File: config.mk
export PLATFORM = sky130hd
export DESIGN_NAME = aurora_link_sequencer
export DESIGN_NICKNAME = d
export VERILOG_FILES = /design/src/rtl/aurora_link_sequencer.sv
export SDC_FILE = /design/constraint.sdc
export NUM_CORES = 1
export LEC_CHECK = 0
export ABC_CLOCK_PERIOD_IN_PS = 3270
export BUFFER_PORTS_ARGS = -buffer_cell sky130_fd_sc_hd__buf_4
export CAP_MARGIN = 20
export CORE_UTILIZATION = 50
export DETAILED_ROUTE_END_ITERATION = 12
export MAX_ROUTING_LAYER = met4
export PLACE_DENSITY = 0.69
export SETUP_SLACK_MARGIN = 0.15
export SLEW_MARGIN = 20
export SYNTH_ARGS = -nofsm -noshare
export SYNTH_HDL_FRONTEND = slang
export SYNTH_SLANG_ARGS = --single-unit
File: constraint.sdc
create_clock -name sysClk -period 3.27 [get_ports sysClk]
set_clock_uncertainty 0.05 [all_clocks]
set_input_delay 0.654 -clock sysClk [delete_from_list [all_inputs] [get_ports sysClk]]
set_output_delay 0.654 -clock sysClk [all_outputs]
set_load 0.01 [all_outputs]
File: src/rtl/aurora_link_sequencer.sv
// Aurora 64b66b lane bring-up/recovery sequencer.
// Orders pma_init and reset_pb, retries on timeout/hard error, recovers drops.
module aurora_link_sequencer #(
  parameter int PMA_INIT_CYCLES = 1024,
  parameter int RESET_CYCLES    = 128,
  parameter int TIMEOUT_CYCLES  = 1048576,
  parameter int DROP_CYCLES     = 16,
  parameter int TIMER_WIDTH     = 24
) (
  input  logic       sysClk,
  input  logic       sysReset_n,
  input  logic       enable,
  input  logic       forceReset,
  input  logic       clearCounts,
  input  logic       channelUp,
  input  logic       hardErr,
  input  logic       gtPllLock,
  output logic       gtReset,
  output logic       auroraReset,
  output logic       linkUp,
  output logic [2:0] state,
  output logic [7:0] retryCount,
  output logic [7:0] dropCount
);

  typedef enum logic [2:0] {
    IDLE       = 3'd0,
    PMA_INIT   = 3'd1,
    RESET_HOLD = 3'd2,
    WAIT_UP    = 3'd3,
    UP         = 3'd4
  } state_t;

  localparam int DW = $clog2(DROP_CYCLES + 1);

  localparam logic [TIMER_WIDTH-1:0] PMA_LOAD =
    TIMER_WIDTH'(PMA_INIT_CYCLES - 1);
  localparam logic [TIMER_WIDTH-1:0] RST_LOAD =
    TIMER_WIDTH'(RESET_CYCLES - 1);
  localparam logic [TIMER_WIDTH-1:0] TO_LOAD =
    TIMER_WIDTH'(TIMEOUT_CYCLES - 1);
  localparam logic [DW-1:0] DROP_LAST =
    DW'(DROP_CYCLES - 1);

  state_t                 stateQ, stateD;
  logic [TIMER_WIDTH-1:0] timerQ, timerD;
  logic [DW-1:0]          dropQ, dropD;
  logic                   retryInc, dropInc;
  logic [7:0]             retryD, dropCountD;
  logic                   gtResetD, auroraResetD, linkUpD;
  logic                   timerZero;

  assign timerZero = (timerQ == '0);

  always_comb begin
    stateD   = stateQ;
    timerD   = timerZero ? '0 : timerQ - 1'b1;
    dropD    = '0;
    retryInc = 1'b0;
    dropInc  = 1'b0;
    if (!enable) begin
      stateD = IDLE;
      timerD = '0;
    end else if (forceReset) begin
      stateD = PMA_INIT;
      timerD = PMA_LOAD;
    end else begin
      case (stateQ)
        IDLE: begin
          stateD = PMA_INIT;
          timerD = PMA_LOAD;
        end
        PMA_INIT: begin
          // Timer parks at zero until the PLL reports lock.
          if (timerZero && gtPllLock) begin
            stateD = RESET_HOLD;
            timerD = RST_LOAD;
          end
        end
        RESET_HOLD: begin
          if (timerZero) begin
            stateD = WAIT_UP;
            timerD = TO_LOAD;
          end
        end
        WAIT_UP: begin
          if (channelUp) begin
            stateD = UP;
            timerD = '0;
          end else if (hardErr || timerZero) begin
            stateD   = PMA_INIT;
            timerD   = PMA_LOAD;
            retryInc = 1'b1;
          end
        end
        UP: begin
          if (hardErr) begin
            stateD   = PMA_INIT;
            timerD   = PMA_LOAD;
            retryInc = 1'b1;
          end else if (!channelUp) begin
            if (dropQ == DROP_LAST) begin
              stateD  = RESET_HOLD;
              timerD  = RST_LOAD;
              dropInc = 1'b1;
            end else begin
              dropD = dropQ + 1'b1;
            end
          end
        end
        default: begin
          stateD = IDLE;
          timerD = '0;
        end
      endcase
    end
  end

  always_comb begin
    retryD = retryCount;
    if (clearCounts)
      retryD = '0;
    else if (retryInc && retryCount != 8'hFF)
      retryD = retryCount + 8'd1;
  end

  always_comb begin
    dropCountD = dropCount;
    if (clearCounts)
      dropCountD = '0;
    else if (dropInc && dropCount != 8'hFF)
      dropCountD = dropCount + 8'd1;
  end

  // Outputs follow the next state so they are registered alongside it.
  assign gtResetD     = (stateD == IDLE) || (stateD == PMA_INIT);
  assign auroraResetD = (stateD != WAIT_UP) && (stateD != UP);
  assign linkUpD      = (stateD == UP);

  always_ff @(posedge sysClk or negedge sysReset_n) begin
    if (!sysReset_n) begin
      stateQ      <= IDLE;
      timerQ      <= '0;
      dropQ       <= '0;
      retryCount  <= '0;
      dropCount   <= '0;
      gtReset     <= 1'b1;
      auroraReset <= 1'b1;
      linkUp      <= 1'b0;
    end else begin
      stateQ      <= stateD;
      timerQ      <= timerD;
      dropQ       <= dropD;
      retryCount  <= retryD;
      dropCount   <= dropCountD;
      gtReset     <= gtResetD;
      auroraReset <= auroraResetD;
      linkUp      <= linkUpD;
    end
  end

  assign state = stateQ;

endmodule
-- Word-level counts from Yosys, hierarchy flattened
Cells that the tools add are included.
- flip-flop bits (word level): 51
- bits in latches: 0
- memory bits (writable): 0
- bits in read-only memories: 0
- input port bits: 8
- output and inout port bits: 22
- logic and storage cells: 77
- memories kept: 0
- add/subtract/negate cells: 4
- multiply operators: 0
- div/mod/pow operators: 0
- order comparisons: 0
- eq/ne operators: 11
- shift operators: 0
- mux-type cells: 43
- bitwise operators: 0
- reduce and logical (&&, ||, !) cells: 11
- operators by type and width (operator ; number):
    $mux 24 ; 10
    $pmux 24 s5 ; 1
    $mux 8 ; 4
    $mux 5 ; 6
    $mux 3 ; 9
    $logic_not 24->1 ; 1
    $sub 24x1->24 const B ; 1
    $add 8x1->8 const B ; 2
    $ne 8x8->1 const B ; 2
    $pmux 3 s5 ; 1
    $mux 1 ; 11
    $eq 3x1->1 const B ; 2
    $eq 3x2->1 const B ; 2
    $eq 3x3->1 const B ; 2
    $logic_not 3->1 ; 2
    $add 5x1->5 const B ; 1
    $eq 5x4->1 const B ; 1
    $logic_and 1x1->1 ; 4
    $reduce_bool 2->1 ; 2
    $ne 3x2->1 const B ; 1
    $ne 3x3->1 const B ; 1
    $logic_or 1x1->1 ; 2
    $pmux 1 s2 ; 1

-- Depth between registers and ports, before layout
- depth after elaboration: 10
- gate-level depth with buffers: 8

-- Least setup slack after synthesis
No wires, ideal clock.
- path kind: input port to flip-flop
- start: in channelUp
- end: reg retryCount[5]
- library setup time: 0.078 ns
- data arrival time: 2.237 ns
- data required time: 3.142 ns
- path slack: 0.905 ns
- stages on the path: 7
- path buffers: 2
- path through: clkbuf_1 and4bb_2 nand4_2 o21a_1 buf_6 or4_1 a21oi_1
- word-level cells in the longest chain between the ends: 6
- RTL lines (what ; line ; RTL):
    start: declaration ; 15 ; input logic channelUp,
    $mux 1 ; 87 ; if (channelUp) begin
    $pmux 1 s2 ; 68 ; case (stateQ)
    $mux 1 ; 64 ; end else if (forceReset) begin
    $mux 1 ; 61 ; if (!enable) begin
    $logic_and 1x1->1 ; 123 ; else if (retryInc && retryCount != 8'hFF)
    $reduce_bool 2->1 (no line) ; n/a ;
    end signal: assignment ; 154 ; retryCount <= retryD;
    end: declaration ; 22 ; output logic [7:0] retryCount,
Every way passes these cells.
A chain may end at the register's enable or synchronous reset.

-- Worst setup path after layout
- start: reg timerQ[0]
- end: reg retryCount[5]
- word-level cells in the longest chain between the ends: 9
- RTL lines (what ; line ; RTL):
    start: declaration ; 46 ; logic [TIMER_WIDTH-1:0] timerQ, timerD;
    start signal: assignment ; 152 ; timerQ <= timerD;
    $logic_not 24->1 ; 53 ; assign timerZero = (timerQ == '0);
    $logic_or 1x1->1 ; 90 ; end else if (hardErr || timerZero) begin
    $mux 1 ; 90 ;
    $mux 1 ; 87 ;
    $pmux 1 s2 ; 68 ;
    $mux 1 ; 64 ;
    $mux 1 ; 61 ;
    $logic_and 1x1->1 ; 123 ;
    $reduce_bool 2->1 (no line) ; n/a ;
Every way passes these cells.

==> impl_metrics.csv <==
group,metric,value,unit
global_route,via_count_of_the_first_global_routing_pass,2408,
timing,worst_slew_pin_slew,654,ps
place,place_congestion,0.931,
yosys,synthArstFlopShare,100,%
routing,dr.pass1.iters,4,
cts,clk_pin_slew,100,ps
routing,routed_wl,6620,um
cells_and_area,drive_above_1_share,15.7,%
die,io-pin-count,30,
critical_path,critPathMaxFanout,11,
yosys,top_cells_by_area_in_the_synthesized_netlist,"sky130_fd_sc_hd__dfrtp_1, sky130_fd_sc_hd__xnor2_1, sky130_fd_sc_hd__nor2_1",
timing,slew_headroom,55.9,%
critical_path,cp.arrival,2640,ps
pwr,p_per_area,372,nW/um^2
cts,clk_path_buf_depth,2,
cts,cts_made_buffers,5,
die,die_h,78.6,um
die,fp.dieArea,6180,um^2
global_route,initial_antenna_violation_count,0,
cts,clock_sinks,51,
pwr,share_comb_of_total_power,9.5,%
pwr,cellLeakagePower,1.37,nW
cts,cts_setup_buffers,0,
yosys,net_count_after_synthesis,320,
cts,tritoncts,"yes",
pwr,sequential_power_share,53.7,%
timing,clock.fmax,407,MHz
yosys,synth-warning-count,0,
routing,vias,2447,
flow_run,drv.max_cap_violation_count,0,
pwr,total_switching_power,0.000306,W
critical_path,regToRegEndpoint,"retryCount[5]",
yosys,postSynthAreaPerCell,9.55,um^2
critical_path,crit_path_end_kind,"register",
cells_and_area,layout-area-overhead-vs-synth,13.7,%
yosys,synth_sequential_area_ratio,43.6,%
place,dpl_cell_area,3220,um^2
yosys,synth_area,2930,um^2
cells_and_area,register_area,1280,um^2
cts,cts_max_level,2,
cells_and_area,antenna_cells,0,
critical_path,kind_of_start_point_of_the_critical_path,"register",
pwr,p_sw_share,24.7,%
cts,cts_hold_buf,0,
global_route,grt_start_max_net_pins,52,
global_route,grt.overflow.total,0,
routing,drt_iter0_markers,138,
critical_path,reg2reg_slack,810,ps
yosys,ys_ff_latch,51,
cells_and_area,final_net_count,349,
die,die-width,78.6,um
pwr,clockPowerShare,36.9,%
routing,wl_per_cell,16.2,um
timing,min_period_over_period,75.2,%
yosys,synth_top_cell_area_share,41.8,%
place,detailedPlacementHpwl,4800,um
global_route,grt_first_pass_wirelength,11400,um
global_route,global_route.usage.total,24.5,%
timing,slew_violations,0,
routing,drc,0,
critical_path,number_of_cell_instances_on_the_worst_register_to_register_path,7,
pwr,internal-power,0.000934,W
timing,rsz_0062_raised_after_global_routing,"false",
status,outcome,"finished clean",
yosys,area_leader_netlist,"sky130_fd_sc_hd__dfrtp_1",
die,start_util,52.6,%
die,coreArea,5570,um^2
critical_path,timing.setup.critical_path_class,"register to register",
cts,clk_latency,310,ps
timing,timing.final.hold_violations,0,
critical_path,timing.critical_path.required,3450,ps
cells_and_area,finalInstanceArea,3340,um^2
yosys,syn-instance-count,307,
timing,tns,0,ps
yosys,synthFlopType,"sky130_fd_sc_hd__dfrtp_1",
pwr,vdd_ir_drop_max,0.248,mV
routing,route.antenna.remaining_nets,0,
timing,setup_violations,0,
cells_and_area,fillers,483,
yosys,number_of_enable_type_register_cells_in_the_synthesized_netlist,0,
die,num_rows,27,
place,port_buffers,29,
hold_path,worstHoldPathType,"input port to async pin",
cells_and_area,multi_input_area,1580,um^2
routing,post_detailed_route_via_to_cell_ratio,5.98,
critical_path,r2r-start,"timerQ[0]",
cts,cts.repair.resized,0,
yosys,yosys.cell_types.count,58,
timing,min_period,2460,ps
cts,cts-root-buf,"sky130_fd_sc_hd__clkbuf_8",
==> state kept, by name, summed over array words and instances (netlist names) <==
name	flops
timerQ	24
dropCount	8
retryCount	8
dropQ	5
state	3
auroraReset	1
gtReset	1
linkUp	1
==> cells by family (layout without fill, tap and decap cells) <==
| family | Yosys count | after routing | synth area share [%] |
|---|---|---|---|
| AO/OA/AOI/OAI | 69 | 69 | 15.7 |
| multiplexers | 3 | 3 | 1.07 |
| XOR/XNOR | 29 | 29 | 8.66 |
| adder cells (fa/ha/maj) | 5 | 5 | 2.13 |
| buffers and inverters | 19 | 49 | 2.69 |
| flip-flops | 51 | 51 | 43.6 |
| AND/OR/NAND/NOR | 131 | 131 | 26.2 |
==> layer usage <==
metal  global-route usage, %  up-vias  share of wire [%]
li1                        -     1207                  -
met1                    33.3     1179                 49
met2                    38.0       55                 47
met3                    3.60        6                3.9
met4                    7.04        0               0.77
met5                       -        -                  0
==> through the flow <==
step / instances / setup slack, ps / total power [W] / utilization (%) / hold WS, ps
2_1_floorplan: 307 / 905 / 0.000746 / - / 308
6_report: 409 / 811 / 0.00124 / 59.8 / 316
3_3_place_gp: 401 / 779 / 0.000794 / 57.7 / 406
4_1_cts: 409 / 813 / 0.00125 / 59.8 / 339
5_1_grt: 409 / 674 / 0.00129 / 59.8 / 368
3_5_place_dp: 401 / 739 / 0.000795 / 57.7 / 419
==> Yosys cell counts (2+ instances only) <==
| cell | count |
|---|---|
| sky130_fd_sc_hd__dfrtp_1 | 49 |
| sky130_fd_sc_hd__nor2_1 | 31 |
| sky130_fd_sc_hd__xnor2_1 | 18 |
| sky130_fd_sc_hd__nor3_1 | 16 |
| sky130_fd_sc_hd__o21ai_0 | 16 |
| sky130_fd_sc_hd__a21oi_1 | 13 |
| sky130_fd_sc_hd__nand3_1 | 13 |
| sky130_fd_sc_hd__a211oi_1 | 12 |
| sky130_fd_sc_hd__xor2_1 | 11 |
| sky130_fd_sc_hd__nand2_1 | 10 |
| sky130_fd_sc_hd__o31ai_1 | 10 |
| sky130_fd_sc_hd__nor4_1 | 9 |
| sky130_fd_sc_hd__clkbuf_1 | 8 |
| sky130_fd_sc_hd__inv_1 | 8 |
| sky130_fd_sc_hd__nand4_1 | 8 |
| sky130_fd_sc_hd__or3_1 | 6 |
| sky130_fd_sc_hd__ha_1 | 5 |
| sky130_fd_sc_hd__or4_1 | 5 |
| sky130_fd_sc_hd__nand2b_1 | 4 |
| sky130_fd_sc_hd__and2_1 | 3 |
| sky130_fd_sc_hd__nor2b_1 | 3 |
| sky130_fd_sc_hd__nor3b_1 | 3 |
| sky130_fd_sc_hd__a31oi_1 | 2 |
| sky130_fd_sc_hd__and3_1 | 2 |
| sky130_fd_sc_hd__dfstp_2 | 2 |
| sky130_fd_sc_hd__mux2i_1 | 2 |
| sky130_fd_sc_hd__nand4b_1 | 2 |
| sky130_fd_sc_hd__nor4_4 | 2 |
| sky130_fd_sc_hd__nor4b_1 | 2 |
| sky130_fd_sc_hd__o2111ai_1 | 2 |
| sky130_fd_sc_hd__o21a_1 | 2 |
| sky130_fd_sc_hd__or2_2 | 2 |
==> placed cells by master, fill, tap and decap left out, drive strengths merged, types with 8 or more instances in the layout <==
cell | netlist | routed
dfrtp | 49 | 49
buf | 2 | 32
nor2 | 31 | 31
xnor2 | 18 | 18
o21ai | 16 | 16
nor3 | 16 | 16
nand3 | 13 | 13
a21oi | 13 | 13
a211oi | 12 | 12
xor2 | 11 | 11
nor4 | 11 | 11
nand2 | 10 | 10
o31ai | 10 | 10
nand4 | 9 | 9
inv | 8 | 8
==> how the worst max path moves through the flow <==
stage               from             to  slack (ps)  cells after the start
2_1_floorplan  channelUp  retryCount[5]         910                      7
3_3_place_gp     hardErr     timerQ[10]         780                      6
3_5_place_dp     hardErr     timerQ[12]         740                      6
4_1_cts        timerQ[0]  retryCount[5]         810                      7
5_1_grt         state[0]   dropCount[6]         670                      5
6_report       timerQ[0]  retryCount[5]         810                      7
==> cell type report <==
class                      instances  area share [%]
clock buffer                       6            2.48
multi-input combinational        237            47.2
clock inverter                     2            1.05
timing repair buffer              32            7.20
sequential                        51            38.3
tap                               72            2.70
inverter                           9            1.01
==> power by group through the flow <==
stage                     registers, W  logic (W)  clock network [W]
after CTS                     0.000665   0.000118           0.000465
after detailed placement      0.000677   0.000118                  0
final                         0.000665   0.000117           0.000458
after global routing          0.000668   0.000133           0.000491
after global placement        0.000677   0.000117                  0
after floorplan               0.000672  0.0000739                  0
==> critical path: stages, from the launching register on <==
cell and delay, ps:
sky130_fd_sc_hd__dfrtp_1 430, sky130_fd_sc_hd__inv_1 100, sky130_fd_sc_hd__ha_1 150, sky130_fd_sc_hd__nor4b_2 420, sky130_fd_sc_hd__nand4_2 210, sky130_fd_sc_hd__o21a_1 320
sky130_fd_sc_hd__or4_1 530, sky130_fd_sc_hd__a21oi_1 170
Power figures use the tool's default switching activity.
